==> config.mk <==
export PLATFORM = sky130hd
export DESIGN_NAME = req_gnt_ctrl
export DESIGN_NICKNAME = d
export VERILOG_FILES = /design/src/rtl/req_gnt_pkg.sv /design/src/rtl/cycle_counter.sv /design/src/rtl/req_gnt_ctrl.sv
export SDC_FILE = /design/constraint.sdc
export NUM_CORES = 1
export LEC_CHECK = 0
export CAP_MARGIN = 20
export CORE_ASPECT_RATIO = 0.6
export CORE_MARGIN = 2
export CORE_UTILIZATION = 43
export CTS_CLUSTER_SIZE = 10
export DETAILED_ROUTE_END_ITERATION = 16
export PLACE_DENSITY = 0.81
export SYNTH_ARGS = -nofsm -noshare
export SYNTH_HDL_FRONTEND = slang
export SYNTH_SLANG_ARGS = --single-unit
==> constraint.sdc <==
create_clock -name clk -period 1.8 [get_ports clk]
set_input_delay 0.36 -clock clk [delete_from_list [all_inputs] [get_ports clk]]
set_output_delay 0.36 -clock clk [all_outputs]
set_load 0.01 [all_outputs]
==> src/rtl/req_gnt_pkg.sv <==
// Shared types and default widths for the request/grant controller slice.
package req_gnt_pkg;

  typedef enum logic [1:0] {
    IDLE    = 2'd0,
    GRANT   = 2'd1,
    RECOVER = 2'd2
  } state_t;

  localparam int unsigned CNT_W_DEF  = 16;
  localparam int unsigned GCNT_W_DEF = 8;

endpackage

==> src/rtl/cycle_counter.sv <==
// Free-running counter with synchronous load of an init value.
// wrap_o is high during the cycle the counter holds all-ones, so the edge that rolls it over to zero sees it.
module cycle_counter #(
  parameter int unsigned   W    = 16,
  parameter logic [W-1:0]  INIT = '0
) (
  input  logic         clk,
  input  logic         reset,
  output logic [W-1:0] count_o,
  output logic         wrap_o
);

  logic [W-1:0] count_q;

  always_ff @(posedge clk) begin
    if (reset) begin
      count_q <= INIT;
    end else begin
      count_q <= count_q + 1'b1;
    end
  end

  assign count_o = count_q;
  assign wrap_o  = &count_q;

endmodule

==> src/rtl/req_gnt_ctrl.sv <==
// Grant-side controller: one registered gnt pulse per accepted req, then a recovery cycle.
// Also keeps a saturating grant tally and a sticky interrupt for violations and counter wrap.
module req_gnt_ctrl
  import req_gnt_pkg::*;
#(
  parameter int unsigned       CNT_W       = CNT_W_DEF,
  parameter logic [CNT_W-1:0]  CNT_INIT    = '0,
  parameter int unsigned       GCNT_W      = GCNT_W_DEF,
  parameter bit                WRAP_INT_EN = 1'b1
) (
  input  logic              clk,
  input  logic              reset,
  input  logic              req,
  input  logic              int_clr,
  output logic              gnt,
  output logic [CNT_W-1:0]  count,
  output logic [GCNT_W-1:0] gnt_cnt,
  output logic              int_sig,
  output logic              viol,
  output logic              wrapped
);

  state_t              state_q, state_d;
  logic                gnt_q;
  logic [GCNT_W-1:0]   gcnt_q, gcnt_d;
  logic                int_q, int_d;
  logic                viol_q, viol_d;
  logic                wrap_q, wrap_d;
  logic                viol_set;
  logic                wrap_set;

  cycle_counter #(
    .W    (CNT_W),
    .INIT (CNT_INIT)
  ) u_cnt (
    .clk     (clk),
    .reset   (reset),
    .count_o (count),
    .wrap_o  (wrap_set)
  );

  always_comb begin
    state_d = state_q;
    unique case (state_q)
      IDLE:    if (req) state_d = GRANT;
      GRANT:   state_d = RECOVER;
      RECOVER: state_d = IDLE;
      default: state_d = IDLE;
    endcase
  end

  // A req outside IDLE is dropped; it only raises the violation flag.
  assign viol_set = req & (state_q != IDLE);

  always_comb begin
    gcnt_d = gcnt_q;
    if ((state_d == GRANT) && (gcnt_q != '1)) begin
      gcnt_d = gcnt_q + 1'b1;
    end
    viol_d = viol_set | (viol_q & ~int_clr);
    wrap_d = wrap_set | (wrap_q & ~int_clr);
    int_d  = viol_set | (wrap_set & WRAP_INT_EN) | (int_q & ~int_clr);
  end

  always_ff @(posedge clk) begin
    if (reset) begin
      state_q <= IDLE;
      gnt_q   <= 1'b0;
      gcnt_q  <= '0;
      int_q   <= 1'b0;
      viol_q  <= 1'b0;
      wrap_q  <= 1'b0;
    end else begin
      state_q <= state_d;
      gnt_q   <= (state_d == GRANT);
      gcnt_q  <= gcnt_d;
      int_q   <= int_d;
      viol_q  <= viol_d;
      wrap_q  <= wrap_d;
    end
  end

  assign gnt     = gnt_q;
  assign gnt_cnt = gcnt_q;
  assign int_sig = int_q;
  assign viol    = viol_q;
  assign wrapped = wrap_q;

endmodule

# == Word-level counts from Yosys, hierarchy flattened ==
# Index checks and enable logic that the tools add are counted.
# word_totals
register_bits,30
inputBits,4
out_inout_bits,28
wordCells,27
# op_classes
add_sub_neg,2
eq_ne,3
mux,2
bitwise_logic,9
n_reduce_logical,4
# op_table
op,n
$add A16 B1 Y16 const B,1
$reduce_and A16 Y1,1
$add A8 B1 Y8 const B,1
$ne A8 B8 Y1 const B,1
$and A1 B1 Y1,4
$eq A2 B1 Y1 const B,2
$or A1 B1 Y1,4
$pmux W2 S2,1
$logic_not A2 Y1,1
$mux W2,1
$reduce_bool A2 Y1,1
$logic_and A1 B1 Y1,1
$not A1 Y1,1

# == Longest topological paths before layout ==
# Gate-level depths: netlist of run 1.
# depth
word_depth,4
depth_mapped,5
depth_no_buf,5

# == By module ==
# A second synthesis of run 1 with hierarchy kept.
# hier_totals
hier_cells,152
area_unflattened_um2,1380.1
# by_module_without_submodules
mod,n_inst,cells_each,area_per_inst_um2,seq_area_each_um2
cycle_counter,1,81,715.7,320.3
req_gnt_ctrl,1,71,664.4,280.3

# == Worst setup path before layout of run 1 ==
# No wires, ideal clock.
# synth_timing
kind,register to register
start,reg u_cnt.count_q[2] (netlist: u_cnt.count_o[2])
end,reg u_cnt.count_q[15] (netlist: u_cnt.count_o[15])
setup_ns,0.071
t_arrival_ns,1.684
required_ns,1.729
path_slack_ns,0.045
stages_incl_launch_ff,5
n_path_buf,0
period_less_slack_ns,1.755
cell_sequence,dfxtp_1 -> nand4_4 -> or4_4 -> or3_1 -> a21oi_1
# synth_via
elab_chain_cells,1
# synth_lines
item,line_no,text
from (decl),cycle_counter.sv:13,logic [W-1:0] count_q;
from (signal assigned),cycle_counter.sv:19,count_q <= count_q + 1'b1;
$add A16 B1 Y16,cycle_counter.sv:19,
# Every way passes these cells.
# A chain may end at the register's enable or synchronous reset.

# == Final worst setup path of run 1 ==
# layout_timing
start,reg u_cnt.count_q[2] (netlist: u_cnt.count_o[2])
end,out count[2]
# layout_rtl
item,line_no,text
to (decl),req_gnt_ctrl.sv:16,"output logic [CNT_W-1:0] count,"
# No word-level cell between the ends.

==> out/qor.yml, run 1 <==
power_and_ir_drop:
  p_per_area_nw_per_um2: 716.6
  pwr-share-seq_pct: 54.0
  intPower_mw: 1.005
  switchingPower_mw: 0.2918
  power.share.clock_pct: 38.0
  p_leak_nw: 0.6577
  p_comb_share_pct: 8.1
  switching_share_pct: 22.51
  vdd_drop_max_v: 0.0003932
cts:
  insertion_delay_ns: 0.27
  post_cts_buffers: 0
  clkSlewWorstSetupHoldPaths_ns: 0.06
  cts_hold_buf: 0
  cts_max_path_buffers: 2
  cts_root_buf: "clkbuf_8"
  cts_resized: 0
  cts_buffers: 5
  clock-sinks: 30
  htree_levels: 2
  cts_tree: "yes"
synth:
  yosysTopAreaCellShare_pct: 47.24
  synth_common_cells: "dfxtp_1 (30), nor2_1 (17), nand2_1 (9)"
  syn_area_um2: 1271
  yosysSeqAreaShare_pct: 47.24
  synth_fp_nets: 144
  synth_edf_count: 0
  synth_most_common_cell: "dfxtp_1"
  synth_top_area_cell: "dfxtp_1"
  synth-main-ff-cell: "dfxtp_1"
  ys_seq_elements: 30
  synth.distinct_cells: 34
  synthTopCellsByArea: "dfxtp_1 (47%), nor2_1 (5.0%), xor2_1 (4.8%)"
  async_flop_share_pct: 0
  yosys_warnings: 0
  avgSynthCellArea_um2: 9.212
  syn_inst: 138
worst_hold_path:
  holdPathEnd: "wrapped$_SDFF_PP0_"
  min_from: "wrapped$_SDFF_PP0_"
  worstHoldPathCells: 2
  hold_class: "flip-flop to flip-flop"
critical_path:
  arrival_ns: 1.35
  worst-r2r-cell-count: 4
  worstPathMaxFanout: 6
  r2r_setup_slack_ns: 0.12
  worstSetupStartpointType: "flip-flop"
  cp.required_ns: 1.44
  reg2reg_to: "u_cnt.count_o[15]$_SDFF_PP0_"
  end_kind: "primary output"
  path_class: "flip-flop to primary output"
  reg2reg_from: "u_cnt.count_o[9]$_SDFF_PP0_"
sta:
  slew_violations: 0
  finalWorstSetupSlack_ns: 0.08979
  rsz0062_at_grt: "no"
  worstMarginPinSlew_ns: 0.3967
  setup_viol_count_final: 0
  skew_ns: 0.005061
  max_slew_margin_pct: 73.28
  whs_ns: 0.4775
  max_freq_ghz: 0.5847
  fin_crit_ns: 1.710
  finalHoldViolCount: 0
  min_period_over_period_pct: 95.01
route:
  first_iter_violations: 48
  ant_nets: 0
  drcViolationCount: 0
  detail_route.wl_per_cell_um: 12.78
  wl_mm: 2.914
  vias: 1190
  drt_first_pass_iters: 6
  post_drt_via_cell_ratio: 5.219
floorplan:
  core_area_um2: 2834
  ios: 32
  die_h_um: 46.12
  die_x_um: 74.20
  rows: 15
  start_util_pct: 44.86
  die_area_um2: 3422
final_layout:
  final_nets: 192
  n_antenna_cell: 0
  area_growth_pct: 42.32
  drive_gt1_share_pct: 13.98
global_routing:
  grt_pass1_vias: 1036
  globalRouteOverflowTotal: 0
  grt_pass1_wl_mm: 4.581
  grt_max_degree: 27
  grt_usage_pct: 18.16
  antenna_found_initial: 0
placement:
  place.gp.congestion: 0.8299
  port_buffers: 31
  pre_cts_ws_ns: -0.1204
  hpwlAfterDp_mm: 2.147
job:
  maxCapViolations: 0
run_status:
  outcome: "complete, no violations"
critical path, stage by stage (launching register included):
cell and delay, ns:
dfxtp_1 0.38, buf_4 0.17, clkdlybuf4s50_1 0.53
through the flow:
stage | TNS [ns] | util, % | power [mW] | instances | area (um^2)
final | 0 | 63.84 | 1.296 | 228 | 1809
after global routing | 0 | 63.84 | 1.358 | 228 | 1809
after CTS | 0 | 63.84 | 1.308 | 228 | 1809
after detailed placement | -0.1204 | 61.15 | 0.8195 | 221 | 1733
after global placement | -0.02484 | 61.15 | 0.8139 | 221 | 1733
after floorplan | 0 | - | 0.7574 | 138 | 1271
cells by family after synthesis:
group	Yosys count	synth area share, %
XOR/XNOR	12	8.268
adder cells (fa/ha/maj)	2	1.968
AO/OA/AOI/OAI	17	7.775
multiplexers	3	2.461
buffers and inverters	5	1.477
flip-flops	30	47.24
AND/OR/NAND/NOR	69	30.81
registers in the layout (all words and copies together) (netlist names):
| register | count |
|---|---|
| int_sig | 1 |
| state_q | 2 |
| viol | 1 |
| wrapped | 1 |
| gnt | 1 |
| u_cnt.count_o | 16 |
| gnt_cnt | 8 |
power by group through the flow:
stage	sequential, mW	combinational [mW]	clock [mW]
finish	0.700	0.105	0.492
global route	0.701	0.114	0.543
CTS	0.700	0.106	0.502
floorplan	0.719	0.0389	0
global placement	0.713	0.101	0
detailed placement	0.714	0.105	0
layer usage:
layer	GRT usage (%)	vias to the layer above	share of wire (%)
met5	0	-	0
met2	30.71	48	48
met4	4.000	0	1.2
met3	7.221	7	6.5
met1	22.16	550	45
li1	-	585	-
how the worst max path moves through the flow:
stage / startpoint / endpoint / slack [ns] / depth (start not counted)
2_1_floorplan: u_cnt.count_o[2]$_SDFF_PP0_ / u_cnt.count_o[15]$_SDFF_PP0_ / 0.04 / 4
3_3_place_gp: req / gnt_cnt[3]$_SDFFE_PP0P_ / -0.02 / 5
4_1_cts: u_cnt.count_o[2]$_SDFF_PP0_ / count[2] / 0.08 / 2
3_5_place_dp: req / gnt_cnt[3]$_SDFFE_PP0P_ / -0.12 / 5
5_1_grt: u_cnt.count_o[9]$_SDFF_PP0_ / u_cnt.count_o[15]$_SDFF_PP0_ / 0.02 / 4
6_report: u_cnt.count_o[2]$_SDFF_PP0_ / count[2] / 0.09 / 2
cells in the final DEF (no fill, tap or decap), types with 2 or more instances in the layout:
| cell type | count |
|---|---|
| clkdlybuf4s50_1 | 31 |
| dfxtp_1 | 30 |
| nor2_1 | 17 |
| buf_4 | 12 |
| nand2_1 | 9 |
| nand3_1 | 7 |
| xor2_1 | 7 |
| a21oi_1 | 7 |
| nand4_1 | 6 |
| xnor2_1 | 5 |
| o21ai_0 | 5 |
| clkbuf_8 | 5 |
| nor2b_1 | 4 |
| nor4_1 | 4 |
| nand2b_1 | 4 |
| nor3_1 | 4 |
| inv_1 | 2 |
| and2_1 | 2 |
| mux2i_1 | 2 |
| a31oi_1 | 2 |
| a311oi_1 | 2 |
| or3_2 | 2 |
| ha_1 | 2 |
| clkbuf_1 | 2 |
layout make-up:
type                    count  area (um^2)
flip-flops and latches     30        600.6
inverters                   2        7.507
well taps                  42        52.55
clock buffers               7        76.32
fillers                   231         1025
multi-input cells         103        651.9
repair buffers             44        420.4
(Power assumes the default switching activity.)
==> inputs of run 2 (changes only) <==
- CAP_MARGIN: 20 -> 30
==> results of run 2 <==
Final layout, timing and power as in run 1 (identical DEF).
==> inputs of run 3 (changes only) <==
- CORE_UTILIZATION: 43 -> 54
- DONT_BUFFER_PORTS: default -> 1
- PLACE_DENSITY: 0.81 -> 0.79
==> run 3 against run 2 <==
Against the previous run: total power is 7.0% higher; final area shrank 16%; cell count shrank 17%; register-to-register slack better by 0.07 ns; wire length fell by 6.1%.
==> out/qor.yml, run 3 (same netlist as run 1, synthesis figures left out) <==
global_routing:
  grt_pass1_vias: 1003
  grt_max_degree: 34
  grt_usage_pct: 22.08
  globalRouteOverflowTotal: 0
  antenna_found_initial: 0
  grt_pass1_wl_mm: 4.457
placement:
  hpwlAfterDp_mm: 1.946
  place_area_um2: 1418
  place.gp.congestion: 0.8952
  port_buffers: 0
  pre_cts_ws_ns: 0.2132
  placedCellCount: 181
critical_path:
  path_class: "flip-flop to flip-flop"
  worstSetupStartpointType: "flip-flop"
  cp.required_ns: 2.02
  worstPathMaxFanout: 4
  arrival_ns: 1.83
  end_kind: "flip-flop"
cts:
  cts_max_path_buffers: 2
  insertion_delay_ns: 0.28
  cts_hold_buf: 0
  cts_root_buf: "clkbuf_8"
  post_cts_buffers: 0
  clkSlewWorstSetupHoldPaths_ns: 0.06
  htree_levels: 2
  cts_resized: 0
  clock-sinks: 30
  cts_tree: "yes"
  cts_buffers: 5
final_layout:
  fin_area_um2: 1528
  final_cell_count_no_fill: 189
  largest_reg_flops: 16
  nFillCells: 173
  final_nets: 164
  area_growth_pct: 20.18
  drive_gt1_share_pct: 20.13
  final_common_cell: "dfxtp_1"
  final_cell_mix: "dfxtp_1 (30), nor2_1 (17), buf_4 (16)"
  n_antenna_cell: 0
power_and_ir_drop:
  p_leak_nw: 0.5828
  p_per_area_nw_per_um2: 907.7
  vdd_drop_max_v: 0.0005546
sta:
  rsz0062_at_grt: "no"
  finalHoldViolCount: 0
  setup_viol_count_final: 0
  worstMarginPinSlew_ns: 0.3734
  max_freq_ghz: 0.6213
  finalWorstSetupSlack_ns: 0.1905
  skew_ns: 0.005544
  setup_tns_ns: 0
  min_period_over_period_pct: 89.42
  fin_crit_ns: 1.609
  slew_violations: 0
  max_slew_margin_pct: 74.84
route:
  wl_mm: 2.737
  drcViolationCount: 0
  drt_first_pass_iters: 4
  detail_route.wl_per_cell_um: 14.48
  post_drt_via_cell_ratio: 5.593
  ant_nets: 0
  first_iter_violations: 65
  vias: 1057
floorplan:
  die_area_um2: 2771
  die_x_um: 66.64
  rows: 13
  start_util_pct: 57.89
  core_area_um2: 2196
  die_h_um: 41.58
  ios: 32
worst_hold_path:
  hold_class: "input port to flip-flop"
run_status:
  outcome: "complete, no violations"
job:
  maxCapViolations: 0
## run 3: metrics by stage
| step | power, mW | hold slack [ns] | util (%) |
|---|---|---|---|
| floorplan | 0.7574 | 0.4357 | - |
| global route | 1.444 | 0.1319 | 69.57 |
| detailed placement | 0.7725 | 0.4340 | 64.56 |
| CTS | 1.397 | 0.1351 | 69.57 |
| finish | 1.387 | 0.1404 | 69.57 |
| global placement | 0.7684 | 0.4330 | 64.56 |
## run 3: worst paths after layout
path                                                  start                           end  slack (ns)  cells after the start
worst min-delay path                                  reset            int_sig$_SDFF_PP0_        0.14                      1
worst min register to register        state_q[1]$_SDFF_PP0_         state_q[1]$_SDFF_PP0_        0.47                      1
worst max-delay path            u_cnt.count_o[4]$_SDFF_PP0_  u_cnt.count_o[15]$_SDFF_PP0_        0.19                      4
worst max register to register  u_cnt.count_o[4]$_SDFF_PP0_  u_cnt.count_o[15]$_SDFF_PP0_        0.19                      4
## run 3: final cells by class
cell class,instances,area (um^2),area share (%)
sequential,30,600.6,39.31
inverter,2,7.507,0.4914
multi-input combinational,103,651.9,42.67
timing repair buffer,16,120.1,7.862
clock buffer,8,110.1,7.207
tap,30,37.54,2.457
## run 3: per-layer routing
| metal | GRT usage (%) | vias to the layer above | part of all wire (%) |
|---|---|---|---|
| li1 | - | 529 | - |
| met1 | 28.87 | 479 | 47 |
| met2 | 30.60 | 45 | 42 |
| met3 | 9.214 | 4 | 9.1 |
| met4 | 12.24 | 0 | 1.9 |
| met5 | 0 | - | 0 |
## run 3: report_power, final
group / leakage [nW] / internal (mW) / switching (mW)
registers: 0.243 / 0.681 / 0.0193
clock network: 0.0575 / 0.385 / 0.244
logic: 0.282 / 0.0282 / 0.0291
total: 0.583 / 1.09 / 0.292
## run 3: critical path, cell delays in order, from the launching register on
cell and delay (ns):
dfxtp_1 0.38, nand4_4 0.11, or4_4 0.56, or3_1 0.36
a21oi_1 0.14
